<file path="src/rtl/pll_lock_reset_pkg.sv">
// pll_lock_reset_pkg: FSM state type and default cycle counts for the PLL lock reset generator.
package pll_lock_reset_pkg;

   typedef enum logic [1:0] {
      ST_WAIT   = 2'd0,
      ST_STABLE = 2'd1,
      ST_RUN    = 2'd2,
      ST_HOLD   = 2'd3
   } state_t;

   localparam int DEF_STABLE_CYCLES   = 1024;
   localparam int DEF_MIN_HOLD_CYCLES = 16;
   localparam int DEF_GLITCH_CYCLES   = 4;
   localparam int DEF_CNT_W           = 8;

   function automatic int max3(input int a, input int b, input int c);
      int m;
      m = (a > b) ? a : b;
      return (m > c) ? m : c;
   endfunction

endpackage

</file>
<file path="src/rtl/lock_sync.sv">
// lock_sync: two-flop synchronizer for the asynchronous PLL lock indicator.
module lock_sync (
   input  logic i_clk,
   input  logic i_rst,
   input  logic i_d,
   output logic o_q
);

   logic r_meta;
   logic r_sync;

   always_ff @(posedge i_clk or posedge i_rst)
      if (i_rst) begin
         r_meta <= 1'b0;
         r_sync <= 1'b0;
      end else begin
         r_meta <= i_d;
         r_sync <= r_meta;
      end

   assign o_q = r_sync;

endmodule

</file>
<file path="src/rtl/pll_lock_reset_gen.sv">
// pll_lock_reset_gen: holds fabric reset until PLL lock is stable, re-asserts it on lock loss.
// Define PLL_LOCK_GLITCH_FILTER_EN to require GLITCH_CYCLES consecutive low samples before a loss.
module pll_lock_reset_gen
   import pll_lock_reset_pkg::*;
#(
   parameter int STABLE_CYCLES   = DEF_STABLE_CYCLES,
   parameter int MIN_HOLD_CYCLES = DEF_MIN_HOLD_CYCLES,
   parameter int GLITCH_CYCLES   = DEF_GLITCH_CYCLES,
   parameter int CNT_W           = DEF_CNT_W
) (
   input  logic             GL0,
   input  logic             RESET,
   input  logic             LOCK,
   input  logic             CLR_STATUS,
   output logic             FABRIC_RESET_N,
   output logic             LOCK_LOST,
   output logic [CNT_W-1:0] LOSS_COUNT,
   output logic [1:0]       STATE
);

   localparam int MAXC = max3(STABLE_CYCLES, MIN_HOLD_CYCLES, GLITCH_CYCLES);
   localparam int CW   = (MAXC > 1) ? $clog2(MAXC) : 1;
   localparam logic [CW-1:0] STABLE_LAST = CW'(STABLE_CYCLES - 1);
   localparam logic [CW-1:0] HOLD_LAST   = CW'(MIN_HOLD_CYCLES - 1);

   if (STABLE_CYCLES < 1 || MIN_HOLD_CYCLES < 1 || GLITCH_CYCLES < 1) begin : g_bad_param
      $error("pll_lock_reset_gen: STABLE_CYCLES, MIN_HOLD_CYCLES and GLITCH_CYCLES must be >= 1");
   end

   logic             w_lock_s;
   logic             w_loss;
   state_t           w_next;
   logic [CW-1:0]    w_cnt_nxt;
   state_t           r_state;
   logic [CW-1:0]    r_cnt;
   logic             r_rst_n;
   logic             r_lost;
   logic [CNT_W-1:0] r_loss_cnt;

   lock_sync u_lock_sync (
      .i_clk (GL0),
      .i_rst (RESET),
      .i_d   (LOCK),
      .o_q   (w_lock_s)
   );

   // In RUN the shared counter tracks consecutive low samples of the synchronized lock.
`ifdef PLL_LOCK_GLITCH_FILTER_EN
   localparam logic [CW-1:0] GLITCH_LAST = CW'(GLITCH_CYCLES - 1);
   assign w_loss = (r_state == ST_RUN) && !w_lock_s && (r_cnt == GLITCH_LAST);
`else
   assign w_loss = (r_state == ST_RUN) && !w_lock_s;
`endif

   always_comb begin
      w_next    = r_state;
      w_cnt_nxt = r_cnt;
      case (r_state)
         ST_WAIT:
            if (w_lock_s) begin
               w_next    = ST_STABLE;
               w_cnt_nxt = '0;
            end
         ST_STABLE:
            if (!w_lock_s) begin
               w_next    = ST_WAIT;
               w_cnt_nxt = '0;
            end else if (r_cnt == STABLE_LAST) begin
               w_next    = ST_RUN;
               w_cnt_nxt = '0;
            end else
               w_cnt_nxt = r_cnt + 1'b1;
         ST_RUN:
            if (w_loss) begin
               w_next    = ST_HOLD;
               w_cnt_nxt = '0;
            end
`ifdef PLL_LOCK_GLITCH_FILTER_EN
            else
               w_cnt_nxt = w_lock_s ? '0 : r_cnt + 1'b1;
`endif
         ST_HOLD:
            if (r_cnt == HOLD_LAST) begin
               w_next    = ST_WAIT;
               w_cnt_nxt = '0;
            end else
               w_cnt_nxt = r_cnt + 1'b1;
      endcase
   end

   // A loss coincident with a clear wins: the new event is reported as the first.
   always_ff @(posedge GL0 or posedge RESET)
      if (RESET) begin
         r_state    <= ST_WAIT;
         r_cnt      <= '0;
         r_rst_n    <= 1'b0;
         r_lost     <= 1'b0;
         r_loss_cnt <= '0;
      end else begin
         r_state    <= w_next;
         r_cnt      <= w_cnt_nxt;
         r_rst_n    <= (w_next == ST_RUN);
         r_lost     <= w_loss | (r_lost & ~CLR_STATUS);
         r_loss_cnt <= CLR_STATUS ? CNT_W'(w_loss) : r_loss_cnt + CNT_W'(w_loss && !(&r_loss_cnt));
      end

   assign FABRIC_RESET_N = r_rst_n;
   assign LOCK_LOST      = r_lost;
   assign LOSS_COUNT     = r_loss_cnt;
   assign STATE          = r_state;

endmodule

</file>
<file path="config.mk">
export PLATFORM = sky130hd
export DESIGN_NAME = pll_lock_reset_gen
export DESIGN_NICKNAME = d
export VERILOG_FILES = /design/src/rtl/pll_lock_reset_pkg.sv /design/src/rtl/lock_sync.sv /design/src/rtl/pll_lock_reset_gen.sv
export SDC_FILE = /design/constraint.sdc
export NUM_CORES = 1
export LEC_CHECK = 0
export CORE_ASPECT_RATIO = 1.4
export CORE_UTILIZATION = 52
export DETAILED_ROUTE_END_ITERATION = 8
export PLACE_DENSITY = 0.74
export SETUP_SLACK_MARGIN = 0.3
export SYNTH_ARGS = -nofsm -noshare
export SYNTH_HDL_FRONTEND = slang
export SYNTH_SLANG_ARGS = --single-unit
</file>
<file path="constraint.sdc">
create_clock -name GL0 -period 4 [get_ports GL0]
set_input_delay 0.6 -clock GL0 [delete_from_list [all_inputs] [get_ports GL0]]
set_output_delay 0.6 -clock GL0 [all_outputs]
set_load 0.02 [all_outputs]
</file>
### Word level (Yosys, flattened, before mapping)

Cells that the tools add are included.

| storage, ports and cells | value |
|---|---|
| bits in registers | 24 |
| bits in latches | 0 |
| RAM bits | 0 |
| memory bits (read-only) | 0 |
| word-level logic and storage cells | 40 |
| memories kept | 0 |

| cells by class | value |
|---|---|
| add/subtract/negate cells | 2 |
| $mul | 0 |
| divide/modulo/power cells | 0 |
| magnitude comparators | 0 |
| equality and inequality tests | 8 |
| shift operators | 0 |
| mux-type cells | 13 |
| bitwise operators | 3 |
| reductions and logical operators | 7 |

Operator list:

| kind | count |
|---|---|
| two-way mux 10 bit | 5 |
| case mux 10 bit (4 select lines) | 1 |
| adder 10 x 1 -> 10 bit, second input constant | 1 |
| == test 10 bit, second input constant | 1 |
| == test 10 x 4 -> 1 bit, second input constant | 1 |
| two-way mux 2 bit | 5 |
| adder 8 x 1 -> 8 bit | 1 |
| two-way mux 8 bit | 1 |
| case mux 2 bit (4 select lines) | 1 |
| AND reduction 8 bit | 1 |
| == test 2 bit, second input constant | 3 |
| == test 2 x 1 -> 1 bit, second input constant | 1 |
| logical AND 1 bit | 2 |
| logical NOT 1 bit | 2 |
| logical NOT 2 bit | 1 |
| != test 2 x 1 -> 1 bit, second input constant | 1 |
| != test 2 bit, second input constant | 1 |
| AND reduction 2 bit | 1 |
| bitwise AND 1 bit | 1 |
| inverter 1 bit | 1 |
| bitwise OR 1 bit | 1 |

### Depth between registers and ports, before layout

Gate-level depths: netlist of the first run.

| logic depth | value |
|---|---|
| depth after elaboration | 5 |
| depth in mapped cells | 9 |
| gate-level depth less buffers | 9 |

### Hierarchy

From an unflattened synthesis of the first run, not the netlist that was laid out.

| unflattened totals | value |
|---|---|
| cell total of the unflattened synthesis | 134 |
| area, all modules | 1262.5 um2 |

By module, submodules not included:

| module | times used | cells an instance | area an instance (um2) | sequential area each (um2) |
|---|---|---|---|---|
| pll_lock_reset_gen | 1 | 131 | 1208.7 | 550.5 |
| lock_sync | 1 | 3 | 53.8 | 50.0 |

### Least setup slack after synthesis of the first run

No wires, ideal clock.

| timing path | value |
|---|---|
| path type | register to register |
| start | reg r_state[1], in the netlist STATE[1] |
| end | reg r_loss_cnt[5], in the netlist LOSS_COUNT[5] |
| arrival | 1.888 ns |
| required time | 3.922 ns |
| slack | 2.034 ns |
| stages on the path, launching flop included | 8 |
| buffers on the path | 0 |
| cell sequence | dfrtp_1 inv_1 or3_1 nor2_1 ha_1 nand3_1 or3_1 a21oi_1 |

| between the ends | value |
|---|---|
| word-level cells in the longest chain between the ends | 5 |

RTL lines:

| element | RTL line | source |
|---|---|---|
| start: declaration | pll_lock_reset_gen.sv:34 | `state_t r_state;` |
| start signal: assignment | pll_lock_reset_gen.sv:100 | `r_state <= w_next;` |
| == test 2 bit | pll_lock_reset_gen.sv:52 | `assign w_loss = (r_state == ST_RUN) && !w_lock_s;` |
| logical AND 1 bit | pll_lock_reset_gen.sv:52 |  |
| logical AND 1 bit | pll_lock_reset_gen.sv:104 | `r_loss_cnt <= CLR_STATUS ? CNT_W'(w_loss) : r_loss_cnt + CNT_W'(w_loss && !(&r_loss_cnt));` |
| adder 8 x 1 -> 8 bit | pll_lock_reset_gen.sv:104 |  |
| two-way mux 8 bit | pll_lock_reset_gen.sv:104 |  |
| end signal: assignment | pll_lock_reset_gen.sv:104 |  |
| end: declaration | pll_lock_reset_gen.sv:38 | `logic [CNT_W-1:0] r_loss_cnt;` |

No other way between the ends.
A chain may end at the register's enable or synchronous reset.

### Worst setup path after layout of the first run

| timing path | value |
|---|---|
| start | reg r_state[0], in the netlist STATE[0] |
| end | out STATE[0] |

RTL lines:

| element | RTL line | source |
|---|---|---|
| end: declaration | pll_lock_reset_gen.sv:18 | `output logic [1:0] STATE` |

No word-level cell between the ends.

==> results.cfg, run 1 <==
[floorplanning]
io_pins = 16
initial_core_util_pct = 55.8
dieHeight_um = 59.5
die_x_um = 43.1
rows = 20
dieArea_um2 = 2560
core_area_um2 = 2200

[timing]
relSlewSlack_pct = 41.6
setup_viol = 0
fmax_mhz = 467
tns_ns = 0
finClkSkew_ns = 0.0124
fin_crit_ns = 2.14
finalHoldViolCount = 0
finalCritPeriodShare_pct = 53.6
worstMarginPinSlew_ns = 0.875
grt_setup_unrepaired = no
drv_slew = 0

[global_routing]
grt_pass1_vias = 1005
grt-ovfl-total = 0
grt_pass1_wl_mm = 4.20
grtUsageTotal_pct = 21.8
antenna_found_initial = 0
grt_max_degree = 25

[clock_network]
ctsHtreeMaxLevel = 1
cts_sinks = 24
numCtsBuffers = 3
holdBufCountCts = 0
post-cts-setup-buffers = 0
clk_pin_slew_ns = 0.12
clock_latency_ns = 0.31
tritoncts = yes
cts_resized = 0
clockBufferDepth = 2
cts_root_buffer = clkbuf_4

[yosys]
yosysTopAreaCell = dfrtp_1
synthTopCellsByArea = dfrtp_1 (49%), nand2_1 (5.8%), ha_1 (3.1%)
ys_seq_area_share_pct = 48.9
synth_fa_ha_area_share_pct = 3.05
synth_edf_count = 0
synth-seq-cells = 24
synth-compound-area-share_pct = 14.8
synth.area.mux_share_pct = 3.36
yosys.area_share.xor_xnor_pct = 3.56
ys.flop_type = dfrtp_1
synth_fp_nets = 134
synth_warnings = 0
synth.top_cell.area_share_pct = 48.9
synth_common_cells = dfrtp_1 (24), nand2_1 (19), nor2_1 (9)
ys_async_sr_fraction_pct = 100
post_synth_num_cell_types = 33
synth_top_family_by_area = simple AND/OR/NAND/NOR gates
avgSynthCellArea_um2 = 9.67
synthSimpleGateAreaFrac_pct = 23.6
synthCells = 127
netlist_area_um2 = 1230
yosysMostFrequentCell = dfrtp_1

[pwr]
p_int_uw = 290
switchingPower_uw = 81.3
power_uw = 371
clock_power_share_pct = 26.7
p_sw_share_pct = 21.9
peakVddDrop_mv = 0.205
total_leakage_power_nw = 0.634
combPwrFrac_pct = 6.0
sequentialPowerShare_pct = 67.3
power.density_nw_per_um2 = 261

[setup_path]
path_cells = clkdlybuf4s50_1
max_stage_delay_ns = 0.67
critical_path.endpoint = STATE[0]
timing.rr.end = LOSS_COUNT[5]
cp_max_fo = 10
rr_worst_depth = 7
crit_start = STATE[0]
rrSetupSlack_ns = 1.94
r2r-start = STATE[1]
worstSetupStartpointType = register
worstPathRequired_ns = 3.40
slowest_stage = clkdlybuf4s50_1
worstPathArrival_ns = 1.54
crit_type = register to primary output
path_depth = 1
path_delay_family = buffers and inverters
path_buf_inv = 1
cp-end-kind = primary output

[cells_and_area]
area_growth_pct = 16.0
seqCellArea_um2 = 601
multi_input_area_um2 = 594
fillers = 194
num-nets-final = 152
antenna_cells = 0
drive_gt1_share_pct = 5.59

[place]
gp_congestion = 0.850
port_buffers = 15
dp_hpwl_mm = 1.74

[drt]
ant_nets = 0
viasPerCell = 6.19
firstDrtPassIters = 4
drt-total-wl_mm = 2.33
drcViolationCount = 0
initialDrtViolationCount = 14
wire_per_inst_um = 14.1
vias = 1022

[min_path]
hp-class = register to register

[outcome]
outcome = complete, no violations

[job]
drv_cap = 0
-- routing by layer --
layer | vias up | wire (um) | track usage, %
met5 | - | 0 | 0
met1 | 510 | 944 | 23.2
li1 | 487 | - | -
met4 | 0 | 33 | 12.1
met3 | 4 | 68 | 3.66
met2 | 21 | 1290 | 39.9
-- worst min path at each step --
stage / from / to / slack [ns] / depth (start not counted)
final: u_lock_sync.r_meta / u_lock_sync.o_q / 0.36 / 0
after global routing: u_lock_sync.r_meta / u_lock_sync.o_q / 0.37 / 0
after CTS: u_lock_sync.r_meta / u_lock_sync.o_q / 0.36 / 0
after detailed placement: u_lock_sync.r_meta / u_lock_sync.o_q / 0.34 / 0
after global placement: u_lock_sync.r_meta / u_lock_sync.o_q / 0.33 / 0
after floorplan: u_lock_sync.r_meta / u_lock_sync.o_q / 0.33 / 0
-- cell usage in the layout (no fill, tap or decap), drive strengths merged, types with 4 or more instances in the layout --
| master | n |
|---|---|
| dfrtp | 24 |
| nand2 | 19 |
| clkdlybuf4s50 | 15 |
| nor2 | 9 |
| nand3 | 6 |
| o21ai | 6 |
| inv | 6 |
| nor2b | 5 |
| nor3 | 5 |
| o22ai | 5 |
| xor2 | 4 |
-- layout make-up --
class	instances	area share [%]
flip-flops and latches	24	42.1
multi-input cells	94	41.7
repair buffers	16	11.1
well taps	22	1.93
clock buffers	3	1.58
inverters	6	1.58
-- stage by stage --
stage          area, um2  hold slack [ns]  std cells  util [%]  setup slack, ns
2_1_floorplan       1230            0.331        127         -             2.03
3_3_place_gp        1400            0.334        162      63.7             1.99
3_5_place_dp        1400            0.336        162      63.7             1.97
4_1_cts             1430            0.365        165      64.7             1.85
5_1_grt             1430            0.368        165      64.7             1.80
6_report            1430            0.361        165      64.7             1.86
-- flip-flops by register name, indices dropped and copies added, names as in the netlist --
signal and flops:
FABRIC_RESET_N 1, LOCK_LOST 1, LOSS_COUNT 8, STATE 2, r_cnt 10, u_lock_sync.o_q 1
u_lock_sync.r_meta 1
-- power by group through the flow --
stage	clock [mW]	combinational, mW	sequential [mW]
after global routing	0.117	0.0253	0.251
after global placement	0	0.0224	0.255
final	0.0991	0.0222	0.250
after floorplan	0	0.0152	0.254
after CTS	0.105	0.0227	0.250
after detailed placement	0	0.0228	0.255
-- logic make-up after synthesis --
group                      count (synthesis)
and+or+nand+nor                           58
adders and majority gates                  3
xor gates and xnor gates                   5
buffers and inverters                      9
DFF                                       24
AOI/OAI and AO/OA                         24
muxes                                      4
Power figures use the tool's default switching activity.
==> run 2, diff against run 1 <==
Settings changed: CORE_UTILIZATION 52 to 48, PLACE_DENSITY 0.74 to 0.72.
Clock period 4 ns to 1.9 ns, I/O delays scaled along.
==> results.cfg, run 2 (same netlist as run 1, synthesis figures left out) <==
[outcome]
outcome = complete, no violations

[setup_path]
cp-end-kind = register
cp_max_fo = 4
worstPathRequired_ns = 2.11
worstPathArrival_ns = 2.08
worstSetupStartpointType = register
crit_type = register to register

[timing]
drv_slew = 0
grt_setup_unrepaired = yes
fin_crit_ns = 1.87
tns_ns = 0
fmax_mhz = 535
setup_viol = 0
finClkSkew_ns = 0.00389
finalHoldViolCount = 0
finalCritPeriodShare_pct = 98.4
worstMarginPinSlew_ns = 0.348
relSlewSlack_pct = 76.8

[global_routing]
grt_pass1_wl_mm = 4.72
grtUsageTotal_pct = 23.2
grt_pass1_vias = 1106
grt_max_degree = 25
antenna_found_initial = 0
grt-ovfl-total = 0

[cells_and_area]
layout_common_cells = buf_4 (25), dfrtp_1 (20), nand2_1 (17)
drive_gt1_share_pct = 35.1
area_growth_pct = 43.6
mostFrequentLayoutCell = buf_4
antenna_cells = 0
top_register = r_cnt
final_cell_area_um2 = 1760
num-nets-final = 176
largest_reg_flops = 10
fillers = 193

[pwr]
power.density_nw_per_um2 = 462
peakVddDrop_mv = 0.526
total_leakage_power_nw = 0.852

[drt]
ant_nets = 0
viasPerCell = 5.59
wire_per_inst_um = 14.6
drt-total-wl_mm = 2.95
initialDrtViolationCount = 30
drcViolationCount = 0
vias = 1130
firstDrtPassIters = 4

[job]
drv_cap = 0

[min_path]
hp-class = input pin to async pin

[clock_network]
numCtsBuffers = 3
clock_latency_ns = 0.30
clockBufferDepth = 2
ctsHtreeMaxLevel = 1
cts_sinks = 24
clk_pin_slew_ns = 0.12
cts_root_buffer = clkbuf_4
holdBufCountCts = 0
tritoncts = yes

[floorplanning]
rows = 21
initial_core_util_pct = 50.8
core_area_um2 = 2420
io_pins = 16
dieArea_um2 = 2770
die_x_um = 44.8
dieHeight_um = 61.9

[place]
port_buffers = 15
placed_area_um2 = 1580
gp_congestion = 0.857
dp_hpwl_mm = 2.02
run 2: cell count changes in the layout (fill, tap and decap cells not counted), sizes merged:
cell / previous run / this run
clkdlybuf4s50: 15 / 4
dlygate4sd2: 0 / 10
buf: 1 / 25
dlymetal6s2s: 0 / 1
clkbuf: 3 / 4
run 2: routing by layer:
metal	GRT usage [%]	part of all wire, %
met5	0	0
met2	44.1	57
met3	2.89	2.4
met1	26.2	39
met4	8.66	1.3
run 2: repair_timing:
| action | 4_1_cts | 5_1_grt |
|---|---|---|
| cloned | 0 | 0 |
| setup endpoints to repair | 28 | 20 |
| pin swaps | 4 | 7 |
| resized for setup | 29 | 8 |
| buffers inserted | 4 | 4 |
run 2: cell type report:
| type | instances | area, um2 | share of cell area [%] |
|---|---|---|---|
| clock buffer | 4 | 26.3 | 1.49 |
| multi-input combinational | 94 | 739 | 41.9 |
| tap | 34 | 42.5 | 2.41 |
| inverter | 6 | 22.5 | 1.28 |
| timing repair buffer | 40 | 328 | 18.6 |
| sequential | 24 | 606 | 34.3 |
run 2: worst max-delay path, cell delays in order (launching register included):
cell and delay, ns:
dfrtp_1 0.40, or4_4 0.54, o311a_4 0.33, or2_4 0.25
mux2_2 0.26
run 2: worst paths after layout:
path                               startpoint         endpoint  slack, ns  cells after the start
min in group GL0           u_lock_sync.r_meta  u_lock_sync.o_q       0.37                      0
max in group asynchronous               RESET    LOSS_COUNT[2]       1.33                      3
hold / removal                          RESET         r_cnt[9]       0.32                      3
hold reg to reg            u_lock_sync.r_meta  u_lock_sync.o_q       0.37                      0
setup / recovery                     r_cnt[8]         r_cnt[0]       0.03                      4
setup reg to reg                     r_cnt[8]         r_cnt[0]       0.03                      4
run 2: per-stage QoR:
stage	utilization (%)	hold WS, ns	cells	power, mW	worst slack [ns]
4_1_cts	70.2	0.308	198	0.827	0.0320
3_5_place_dp	65.4	0.350	190	0.596	0.0513
6_report	73.0	0.317	202	0.816	0.0304
3_3_place_gp	65.4	0.333	190	0.595	0.0708
5_1_grt	73.0	0.354	202	0.860	0.0104
2_1_floorplan	-	0.299	127	0.568	0.00603
run 2: report_power, final:
group          switching (mW)  internal (mW)  total [mW]
combinational          0.0386         0.0299      0.0685
clock                   0.143         0.0818       0.225
sequential            0.00456          0.518       0.522
==> run 3, diff against run 2 <==
Settings changed: TNS_END_PERCENT set to 1.
==> results.cfg, run 3 (same netlist as run 1, synthesis figures left out) <==
[timing]
fmax_mhz = 534
finalCritPeriodShare_pct = 98.6
grt_setup_unrepaired = yes
relSlewSlack_pct = 74.5
finalHoldViolCount = 0
setup_viol = 0
fin_crit_ns = 1.87
finClkSkew_ns = 0.0171
worst_hold_slack_ns = 0.277
fin_ws_ns = 0.0266
worstMarginPinSlew_ns = 0.382
drv_slew = 0

[drt]
wire_per_inst_um = 14.0
initialDrtViolationCount = 47
viasPerCell = 5.66
ant_nets = 0
firstDrtPassIters = 4
vias = 1087
drt-total-wl_mm = 2.69
drcViolationCount = 0

[clock_network]
ctsHtreeMaxLevel = 1
clk_pin_slew_ns = 0.14
tritoncts = yes
cts_root_buffer = clkbuf_4
cts_sinks = 24
holdBufCountCts = 0
clockBufferDepth = 2
numCtsBuffers = 3
clock_latency_ns = 0.33

[pwr]
combPwrFrac_pct = 7.6
power.density_nw_per_um2 = 514
sequentialPowerShare_pct = 63.5
switchingPower_uw = 195
peakVddDrop_mv = 0.496
p_int_uw = 628
p_sw_share_pct = 23.7
total_leakage_power_nw = 0.700
clock_power_share_pct = 28.9
power_uw = 823

[cells_and_area]
mostFrequentLayoutCell = dfrtp_1
largest_reg_flops = 10
antenna_cells = 0
final_cell_area_um2 = 1600
top_register = r_cnt
area_growth_pct = 30.2
layout_common_cells = dfrtp_1 (22), nand2_1 (19), clkdlybuf4s50_1 (15), buf_4 (15), nor2_1 (8)
num-nets-final = 166
final_cells = 192
drive_gt1_share_pct = 19.6

[global_routing]
use_met3_pct = 2.60
grt_pass1_vias = 1026
antenna_found_initial = 0
grt_pass1_wl_mm = 4.40
grt_max_degree = 25
grt-ovfl-total = 0
grt_use_met1_pct = 24.1
grtUsageMet2_pct = 41.8
grtUsageTotal_pct = 22.0
busiest_layer = met2

[place]
gp_congestion = 0.874
dp_hpwl_mm = 1.91
dp_cells = 187
pre_cts_ws_ns = 0.0189
port_buffers = 15
placed_area_um2 = 1520

[setup_path]
r2r-start = r_cnt[7]
cp_max_fo = 4
crit_type = register to register
rr_worst_depth = 4
worstSetupStartpointType = register
cp-end-kind = register
worstPathArrival_ns = 2.11
rrSetupSlack_ns = 0.03
worstPathRequired_ns = 2.14
timing.rr.end = r_cnt[0]

[outcome]
outcome = complete, no violations

[floorplanning]
io_pins = 16
initial_core_util_pct = 50.8
die_x_um = 44.8
rows = 21
core_area_um2 = 2420
dieArea_um2 = 2770
dieHeight_um = 61.9

[min_path]
hp-class = input pin to async pin

[job]
drv_cap = 0
==> run 3: changes by cell type in the layout (fill, tap and decap cells not counted), moves of 3 or more <==
cell / change
buf_4: -10
o22ai_1: +4
clkdlybuf4s50_1: +11
dlygate4sd2_1: -10
nand3_1: +3
o22ai_2: -4
==> run 3: timing repair <==
action,in CTS,in global routing
endpoints found under the hold margin,0,0
resized for setup,1,8
setup endpoints to repair,29,31
pin swaps,1,2
buffers inserted,0,1
==> run 3: routing by layer <==
layer / up-vias / share of wire, %
li1: 520 / -
met1: 527 / 41
met2: 33 / 54
met3: 7 / 3.0
met4: 0 / 2.3
met5: - / 0
==> run 3: worst max-delay path by stage <==
stage	endpoint	start	cells past startpoint	slack, ns
after floorplan	r_cnt[0]	r_cnt[8]	4	0.005
final	r_cnt[0]	r_cnt[7]	4	0.03
after detailed placement	r_cnt[0]	r_cnt[6]	4	0.02
after global routing	LOSS_COUNT[4]	LOSS_COUNT[4]	9	-0.002
after global placement	r_cnt[0]	r_cnt[6]	4	0.04
after CTS	r_cnt[0]	r_cnt[8]	4	0.03
==> run 3: through the flow <==
| step | util [%] | TNS, ns |
|---|---|---|
| floorplan | - | 0 |
| global placement | 63.0 | 0 |
| detailed placement | 63.0 | 0 |
| CTS | 64.3 | 0 |
| global route | 66.2 | -0.00152 |
| finish | 66.2 | 0 |
==> run 3: final cells by class <==
| cell class | instances | area (um2) |
|---|---|---|
| Fill cell | 204 | 817 |
| Multi-Input combinational cell | 94 | 643 |
| Sequential cell | 24 | 603 |
| Timing Repair Buffer | 30 | 263 |
| Tap cell | 34 | 42.5 |
| Clock buffer | 4 | 26.3 |
| Inverter | 6 | 22.5 |
==> run 3: critical path: stages, from the launching register on <==
cell and delay [ns]:
dfrtp_1 0.41, or4_4 0.55, o311a_4 0.32, or2_4 0.24
mux2_2 0.26
==> run 3: power by group through the flow <==
stage,registers (mW),clock network (mW),logic [mW]
after floorplan,0.534,0,0.0328
after global placement,0.532,0,0.0616
after detailed placement,0.532,0,0.0628
after CTS,0.522,0.247,0.0630
after global routing,0.524,0.263,0.0685
final,0.522,0.238,0.0625
